## src/rtl/dio_cfg_arbiter.sv

```systemverilog
// rtl/dio_cfg_arbiter.sv - round-robin arbiter for the shared DIO config write port
// Each accepted word yields a one-cycle cfg_en strobe followed by a programmable settle gap.
module dio_cfg_arbiter #(
  parameter int NREQ   = 4,
  parameter int CNT_W  = 8,
  parameter int WCNT_W = 16
) (
  input  logic                     clk,
  input  logic                     rst_n,
  input  logic                     soft_clr,
  input  logic [NREQ-1:0]          req_valid,
  input  logic [NREQ*16-1:0]       req_data,
  output logic [NREQ-1:0]          req_ready,
  input  logic [CNT_W-1:0]         settle_cycles,
  output logic                     cfg_en,
  output logic [15:0]              cfg_data,
  output logic [$clog2(NREQ)-1:0]  grant_id,
  output logic                     busy,
  output logic [WCNT_W-1:0]        write_count
);

  localparam int IDW = $clog2(NREQ);
  localparam logic [IDW-1:0] LAST_INIT = IDW'(NREQ - 1);

  typedef enum logic [1:0] {IDLE, ISSUE, SETTLE} state_t;

  state_t              state_q, state_d;
  logic [IDW-1:0]      last_q, last_d;
  logic [CNT_W-1:0]    cnt_q, cnt_d;
  logic                cfg_en_q, cfg_en_d;
  logic [15:0]         cfg_data_q, cfg_data_d;
  logic [IDW-1:0]      grant_id_q, grant_id_d;
  logic [WCNT_W-1:0]   wcount_q, wcount_d;

  logic [15:0]         req_word [NREQ];
  logic                gnt_found;
  logic [IDW-1:0]      gnt_idx;
  logic [IDW:0]        cand_sum;

  for (genvar i = 0; i < NREQ; i++) begin : g_word
    assign req_word[i] = req_data[16*i +: 16];
  end

  // Search starts one past the last winner and wraps modulo NREQ.
  always_comb begin
    gnt_found = 1'b0;
    gnt_idx   = '0;
    cand_sum  = '0;
    for (int k = 1; k <= NREQ; k++) begin
      cand_sum = {1'b0, last_q} + (IDW+1)'(k);
      if (cand_sum >= (IDW+1)'(NREQ)) begin
        cand_sum = cand_sum - (IDW+1)'(NREQ);
      end
      if (!gnt_found && req_valid[cand_sum[IDW-1:0]]) begin
        gnt_found = 1'b1;
        gnt_idx   = cand_sum[IDW-1:0];
      end
    end
  end

  always_comb begin
    state_d    = state_q;
    last_d     = last_q;
    cnt_d      = cnt_q;
    cfg_en_d   = 1'b0;
    cfg_data_d = cfg_data_q;
    grant_id_d = grant_id_q;
    wcount_d   = wcount_q;
    req_ready  = '0;

    // A strobe already on the wire is always counted, even when aborted.
    if (state_q == ISSUE) begin
      wcount_d = wcount_q + 1'b1;
    end

    if (soft_clr) begin
      state_d = IDLE;
      last_d  = LAST_INIT;
      cnt_d   = '0;
    end else begin
      case (state_q)
        IDLE: begin
          if (gnt_found) begin
            req_ready[gnt_idx] = 1'b1;
            cfg_en_d           = 1'b1;
            cfg_data_d         = req_word[gnt_idx];
            grant_id_d         = gnt_idx;
            last_d             = gnt_idx;
            cnt_d              = settle_cycles;
            state_d            = ISSUE;
          end
        end
        ISSUE: begin
          state_d = (cnt_q == '0) ? IDLE : SETTLE;
        end
        SETTLE: begin
          cnt_d = cnt_q - 1'b1;
          if (cnt_q == CNT_W'(1)) begin
            state_d = IDLE;
          end
        end
        default: state_d = IDLE;
      endcase
    end
  end

  always_ff @(posedge clk or negedge rst_n) begin
    if (!rst_n) begin
      state_q    <= IDLE;
      last_q     <= LAST_INIT;
      cnt_q      <= '0;
      cfg_en_q   <= 1'b0;
      cfg_data_q <= 16'h0000;
      grant_id_q <= '0;
      wcount_q   <= '0;
    end else begin
      state_q    <= state_d;
      last_q     <= last_d;
      cnt_q      <= cnt_d;
      cfg_en_q   <= cfg_en_d;
      cfg_data_q <= cfg_data_d;
      grant_id_q <= grant_id_d;
      wcount_q   <= wcount_d;
    end
  end

  assign cfg_en      = cfg_en_q;
  assign cfg_data    = cfg_data_q;
  assign grant_id    = grant_id_q;
  assign write_count = wcount_q;
  assign busy        = (state_q != IDLE);

endmodule

```

## config.mk

```make
export PLATFORM = sky130hd
export DESIGN_NAME = dio_cfg_arbiter
export DESIGN_NICKNAME = d
export VERILOG_FILES = /design/src/rtl/dio_cfg_arbiter.sv
export SDC_FILE = /design/constraint.sdc
export NUM_CORES = 1
export LEC_CHECK = 0
export ABC_AREA = 1
export CAP_MARGIN = 25
export CORE_ASPECT_RATIO = 1.2
export CORE_UTILIZATION = 40
export DETAILED_ROUTE_END_ITERATION = 12
export PLACE_DENSITY = 0.77
export SYNTH_ARGS = -nofsm -noshare
export SYNTH_HDL_FRONTEND = slang
export SYNTH_SLANG_ARGS = --single-unit
```

## constraint.sdc

```tcl
create_clock -name clk -period 1.85 [get_ports clk]
set_clock_uncertainty 0.2 [all_clocks]
set_input_delay 0.185 -clock clk [delete_from_list [all_inputs] [get_ports clk]]
set_output_delay 0.185 -clock clk [all_outputs]
set_load 0.005 [all_outputs]
```

==> impl_metrics.yaml, run 1 <==
clock_tree:
  htreeDepth: 2
  clock_latency_ns: 0.30
  path_clk_slew_ns: 0.10
  cts_sinks: 47
  root_buffer: "clkbuf_8"
  cts_tree: "built"
  cts_inserted_buffers: 5
  clk_path_buf_depth: 2
cells_and_area:
  fillers: 573
  multi_input_area_sq_um: 1960
  fin_cells: 693
  diodes: 0
  seq_area_sq_um: 1180
  drive_above_1_share_pct: 28.5
  nets: 684
  syn2layout_area_growth_pct: 70.9
synth:
  ys_seq_area_share_pct: 38.1
  synth-edff-count: 0
  synth-seq-cells: 47
  avgSynthCellArea_sq_um: 7.28
  synth_top_family_by_area: "simple AND/OR/NAND/NOR gates"
  synth_top_area_cell: "dfrtp_1"
  synth-compound-area-share_pct: 5.46
  synth_area_sq_um: 3090
  ys_types: 37
  synth-simple-area-share_pct: 43.1
  yosysWarnings: 0
  synth.net_count: 507
  async_flop_share_pct: 100
  yosys.area_share.adder_pct: 1.21
  synth_mux_area_share_pct: 0
  synthCells: 425
  synth.area.top_cells: "dfrtp_1, nand2_1, nand3_1, nand2_2, inv_1"
  synth-xor-area-share_pct: 4.53
  synth_top_area_share_pct: 36.4
  synth_flop_cell: "dfrtp_1"
sta:
  fin_ws_ns: -0.610
  finalSetupTns_ns: -14.79
  rsz0062_at_grt: "true"
  hold_viol_final: 0
  finalSetupViolations: 34
  worstMarginPinSlew_ns: 0.490
  relSlewSlack_pct: 67.3
  slew_violations: 0
  final.min_clock_period_ns: 2.46
  finalCritPeriodShare_pct: 133
  fmax_ghz: 0.406
drt:
  final_antenna_net_count: 0
  drt-initial-drc-count: 159
  drcViolationCount: 0
  avgViaCountPerCell: 5.14
  drt_wl_total_microns: 10000
  first_pass_iters: 4
  wl_per_cell_microns: 14.5
  vias: 3560
critical_path:
  cp_max_fo: 8
  regToRegSetupSlack_ns: -0.55
  critPathCaptureType: "primary output"
  crit_arrival_ns: 2.08
  cp-start-kind: "flip-flop"
  cp.required_ns: 1.46
  worst-setup-path-type: "reg2out"
floorplan:
  pin_count: 119
  start_util_pct: 42.0
  die_w_microns: 82.3
  num_rows: 34
  fp.coreArea_sq_um: 7360
  fp.dieArea_sq_um: 8090
  die_h_microns: 98.3
place:
  placed_cells: 654
  gp_routability_congestion: 0.892
  dp_hpwl_microns: 6870
  place.port_buffers: 118
run_status:
  violations: "setup timing"
  status: "finished, violations left"
power:
  p_leak_nw: 2.54
  power.density_nw_per_um2: 1540
  irDropWorstVdd_v: 0.000899
  total_power_w: 0.00813
global_routing:
  grt.total_usage_pct: 24.7
  first_global_vias: 3443
  grt_first_pass_wirelength_microns: 15400
  grt_max_degree: 33
  grt_remaining_overflow: 0
  grt_antenna_before_repair: 0
flow_run:
  cap_viol_max_count: 0
min_path:
  hold_path_class: "in2async"
[cells in the mapped netlist, types with 6 or more instances]
cell type    n
a21oi_1      6
dfrtp_1     45
inv_1       26
nand2_1    142
nand2_2     17
nand3_1     72
nand3_2      9
nor2_1      22
o21ai_0     15
xnor2_1      8
xor2_1       8
[through the flow]
stage | worst slack, ns | util [%] | cell area, sq um | hold slack, ns
2_1_floorplan | -0.112 | - | 3140 | -0.311
3_3_place_gp | -0.576 | 63.0 | 4640 | -0.0372
3_5_place_dp | -0.639 | 63.0 | 4640 | -0.0280
4_1_cts | -0.516 | 68.3 | 5030 | 0.176
5_1_grt | -0.756 | 71.8 | 5290 | 0.207
6_report | -0.610 | 71.8 | 5290 | 0.178
[path summary, 6_finish.rpt]
path,from,depth (start not counted),end
setup / recovery,last_q[0]$_DFFE_PN1P_,11,req_ready[2]
max in group asynchronous,rst_n,3,cfg_en$_DFF_PN0_
setup reg to reg,last_q[0]$_DFFE_PN1P_,14,last_q[1]$_DFFE_PN1P_
hold reg to reg,write_count[15]$_DFFE_PN0P_,1,write_count[15]$_DFFE_PN0P_
min in group clk,write_count[15]$_DFFE_PN0P_,1,write_count[15]$_DFFE_PN0P_
hold / removal,rst_n,2,cnt_q[2]$_DFFE_PN0P_
[cell type report]
type / count / area share (%)
tap: 90 / 2.13
clock inverter: 3 / 0.876
timing repair buffer: 185 / 33.7
clock buffer: 5 / 1.30
inverter: 32 / 2.60
sequential: 47 / 22.3
multi-input combinational: 331 / 37.1
[registers in the layout, indices dropped and copies added (netlist names)]
name	count
state_q	2
cnt_q	8
cfg_en	1
grant_id	2
last_q	2
cfg_data	16
write_count	16
[worst max-delay path, stage by stage (launching register included)]
cell and delay, ns:
dfstp_2 0.59, inv_4 0.08, nand2_2 0.08, nand2_2 0.06, nand2_1 0.11, nand2_2 0.10, nor2_8 0.16, nand4_1 0.19
nand2_4 0.15, nand2_4 0.06, nor2_1 0.08, buf_2 0.12
[cell families after synthesis]
group / after synthesis
and+or+nand+nor: 281
buffers and inverters: 48
DFF: 47
AOI/OAI and AO/OA: 30
xor gates and xnor gates: 16
adders and majority gates: 3
[cell usage in the layout, fill, tap and decap left out, types with 5 or more instances in the layout]
| cell type | netlist | layout |
|---|---|---|
| buf_4 | 5 | 49 |
| nand2_2 | 17 | 30 |
| nor2_2 | 1 | 7 |
| o21ai_0 | 15 | 11 |
| buf_6 | 2 | 11 |
| nand3_2 | 9 | 14 |
| nand2_1 | 142 | 120 |
| nand3_1 | 72 | 65 |
| nor2_1 | 22 | 14 |
| nand2_4 | 4 | 12 |
| xnor2_1 | 8 | 8 |
| inv_1 | 26 | 22 |
| nand4_1 | 5 | 5 |
| buf_12 | 0 | 5 |
| xor2_1 | 8 | 8 |
| dfrtp_1 | 45 | 45 |
| buf_2 | 3 | 5 |
| inv_2 | 5 | 5 |
| a21oi_1 | 6 | 5 |
| clkbuf_8 | 0 | 5 |
| clkdlybuf4s50_1 | 0 | 112 |
[routing by layer]
layer  track usage (%)  up-vias  routed length (microns)
met2              44.5      140                     5380
met3              5.23       16                      544
met4              7.02        0                      167
li1                  -     1738                        -
met1              28.6     1666                     3950
met5                 0        -                        0
[what timing repair did]
item                                    in CTS  in global routing
endpoints found under the setup margin      40                 42
pin swaps                                   23                 17
gates resized for setup                     59                 37
hold buffers                                 1                  0
cloned                                       0                  2
buffers inserted                            19                 10
endpoints found under the hold margin       17                  0
[report_power, final]
part	leakage, nW	total, W	switching (W)	internal (W)
clock	0.0548	0.000784	0.000377	0.000408
sequential	0.604	0.00168	0.000275	0.00141
combinational	1.88	0.00566	0.00303	0.00264
Power figures use the tool's default switching activity.
==> run 2: changes to the inputs <==
- CTS_CLUSTER_SIZE: unset -> 30
==> results of run 2 <==
Same layout as run 1: the final DEF is identical, and so are final timing and power.
==> run 3: changes to the inputs <==
- CORE_UTILIZATION: 40 -> 35
- PLACE_DENSITY: 0.77 -> 0.69
==> impl_metrics.yaml, run 3 (synthesis gave the netlist of run 1 again) <==
cells_and_area:
  mostFrequentLayoutCells: "clkdlybuf4s50_1, nand2_1, nand3_1"
  utilization_pct: 63.5
  final_common_cell: "clkdlybuf4s50_1"
  seq_area_sq_um: 1180
  final_area_sq_um: 5440
  fillers: 695
  syn2layout_area_growth_pct: 75.7
  nets: 686
  drive_above_1_share_pct: 31.9
  multi_input_area_sq_um: 2030
  diodes: 0
clock_tree:
  clock_latency_ns: 0.30
  path_clk_slew_ns: 0.09
  cts_inserted_buffers: 5
  cts_sinks: 47
  clk_path_buf_depth: 2
  htreeDepth: 2
  root_buffer: "clkbuf_8"
  cts_tree: "built"
sta:
  finalCritPeriodShare_pct: 134
  fin_ws_ns: -0.622
  relSlewSlack_pct: 69.9
  finalSetupViolations: 42
  hold_viol_final: 0
  worstMarginPinSlew_ns: 0.450
  final.min_clock_period_ns: 2.47
  slew_violations: 0
  rsz0062_at_grt: "true"
  fmax_ghz: 0.404
critical_path:
  cp_top_family: "simple AND/OR/NAND/NOR gates"
  path_common_cell: "nand2_4"
  cp_max_fo: 7
  worst-setup-path-type: "reg2out"
  critPathCaptureType: "primary output"
  worstPathCellList: "buf_12 > nand2_4 > nand2_4 > nand2_4 > nand2_4 > nor2_8 > nand4_1 > nand2_2 > buf_6 > nor3_4 > buf_2"
  max_stage_delay_ns: 0.60
  cp-start-kind: "flip-flop"
  crit_slowest_cell: "dfstp_2"
  critical_path_buf_inv_count: 3
  cp.required_ns: 1.46
  crit_arrival_ns: 2.09
drt:
  drcViolationCount: 0
  wl_per_cell_microns: 13.9
  drt_wl_total_microns: 10100
  final_antenna_net_count: 0
  drt-initial-drc-count: 190
  first_pass_iters: 5
  avgViaCountPerCell: 4.86
  vias: 3508
place:
  dp_slack_ns: -0.634
  dp_hpwl_microns: 6740
  gp_routability_congestion: 0.875
  place.port_buffers: 118
  postPlaceCellArea_sq_um: 4660
floorplan:
  start_util_pct: 36.1
  num_rows: 37
  fp.coreArea_sq_um: 8560
  die_w_microns: 87.8
  die_h_microns: 105
  pin_count: 119
  fp.dieArea_sq_um: 9220
flow_run:
  cap_viol_max_count: 0
run_status:
  status: "finished, violations left"
  violations: "setup timing"
min_path:
  hold_path_class: "in2async"
power:
  irDropWorstVdd_v: 0.000818
  p_leak_nw: 2.61
  power.density_nw_per_um2: 1580
global_routing:
  first_global_vias: 3484
  grt_first_pass_wirelength_microns: 15900
  grt_antenna_before_repair: 0
  grt.total_usage_pct: 21.8
  grt_remaining_overflow: 0
  grt_max_degree: 48
-- run 3: what timing repair did --
item                                    CTS  global route
gates cloned                              1             1
endpoints found under the hold margin    47             0
resized for setup                        97            34
setup buffers                            18            13
pin swaps                                31            19
endpoints found under the setup margin   38            43
hold buffers                              1             0
-- run 3: stage by stage --
step           cells  power [W]  TNS (ns)  hold WS (ns)
2_1_floorplan    425    0.00456     -1.92        -0.311
3_3_place_gp     683    0.00621     -9.79      -0.00600
3_5_place_dp     683    0.00630    -10.86      -0.00181
4_1_cts          711    0.00798    -12.46         0.212
5_1_grt          722    0.00920    -18.16         0.218
6_report         722    0.00856    -14.36         0.196
-- run 3: path summary, 6_finish.rpt --
| path | startpoint | cells after the start | slack [ns] | to |
|---|---|---|---|---|
| worst min-delay path | rst_n | 3 | 0.20 | cnt_q[0]$_DFFE_PN0P_ |
| worst max register to register | last_q[0]$_DFFE_PN1P_ | 15 | -0.52 | cfg_data[4]$_DFFE_PN0P_ |
| max in group asynchronous | rst_n | 3 | 0.98 | last_q[1]$_DFFE_PN1P_ |
| worst max-delay path | last_q[0]$_DFFE_PN1P_ | 11 | -0.62 | req_ready[1] |
| min in group clk | write_count[15]$_DFFE_PN0P_ | 1 | 0.28 | write_count[15]$_DFFE_PN0P_ |
| worst min register to register | write_count[15]$_DFFE_PN0P_ | 1 | 0.28 | write_count[15]$_DFFE_PN0P_ |
-- run 3: metal layers --
metal  share of wire (%)  GRT usage [%]  vias up  wire length [microns]
met4                 1.6           7.14        0                    156
met3                 4.9           4.03       10                    496
li1                    -              -     1739                      -
met5                   0              0        -                      0
met1                  42           25.7     1660                   4200
met2                  52           38.8       99                   5210
-- run 3: area by class of cell --
type	instances	area share (%)
tap	117	2.69
inverter	32	2.49
sequential	47	21.7
clock inverter	3	0.806
multi-input combinational	330	37.3
timing repair buffer	188	33.7
clock buffer	5	1.27
-- run 3: power by group --
| part | leakage, nW | internal [W] | switching, W | total, W |
|---|---|---|---|---|
| clock | 0.0581 | 0.000403 | 0.000373 | 0.000776 |
| combinational | 1.95 | 0.00293 | 0.00319 | 0.00611 |
| sequential | 0.604 | 0.00141 | 0.000265 | 0.00167 |
| total | 2.61 | 0.00474 | 0.00382 | 0.00856 |
-- run 3: worst reg2reg max path, delay by kind of cell, from the launching register on --
family                 cells  cell delay (ns)
buffers and inverters      5             0.67
AND/OR/NAND/NOR           10             0.86
flip-flops                 1             0.60
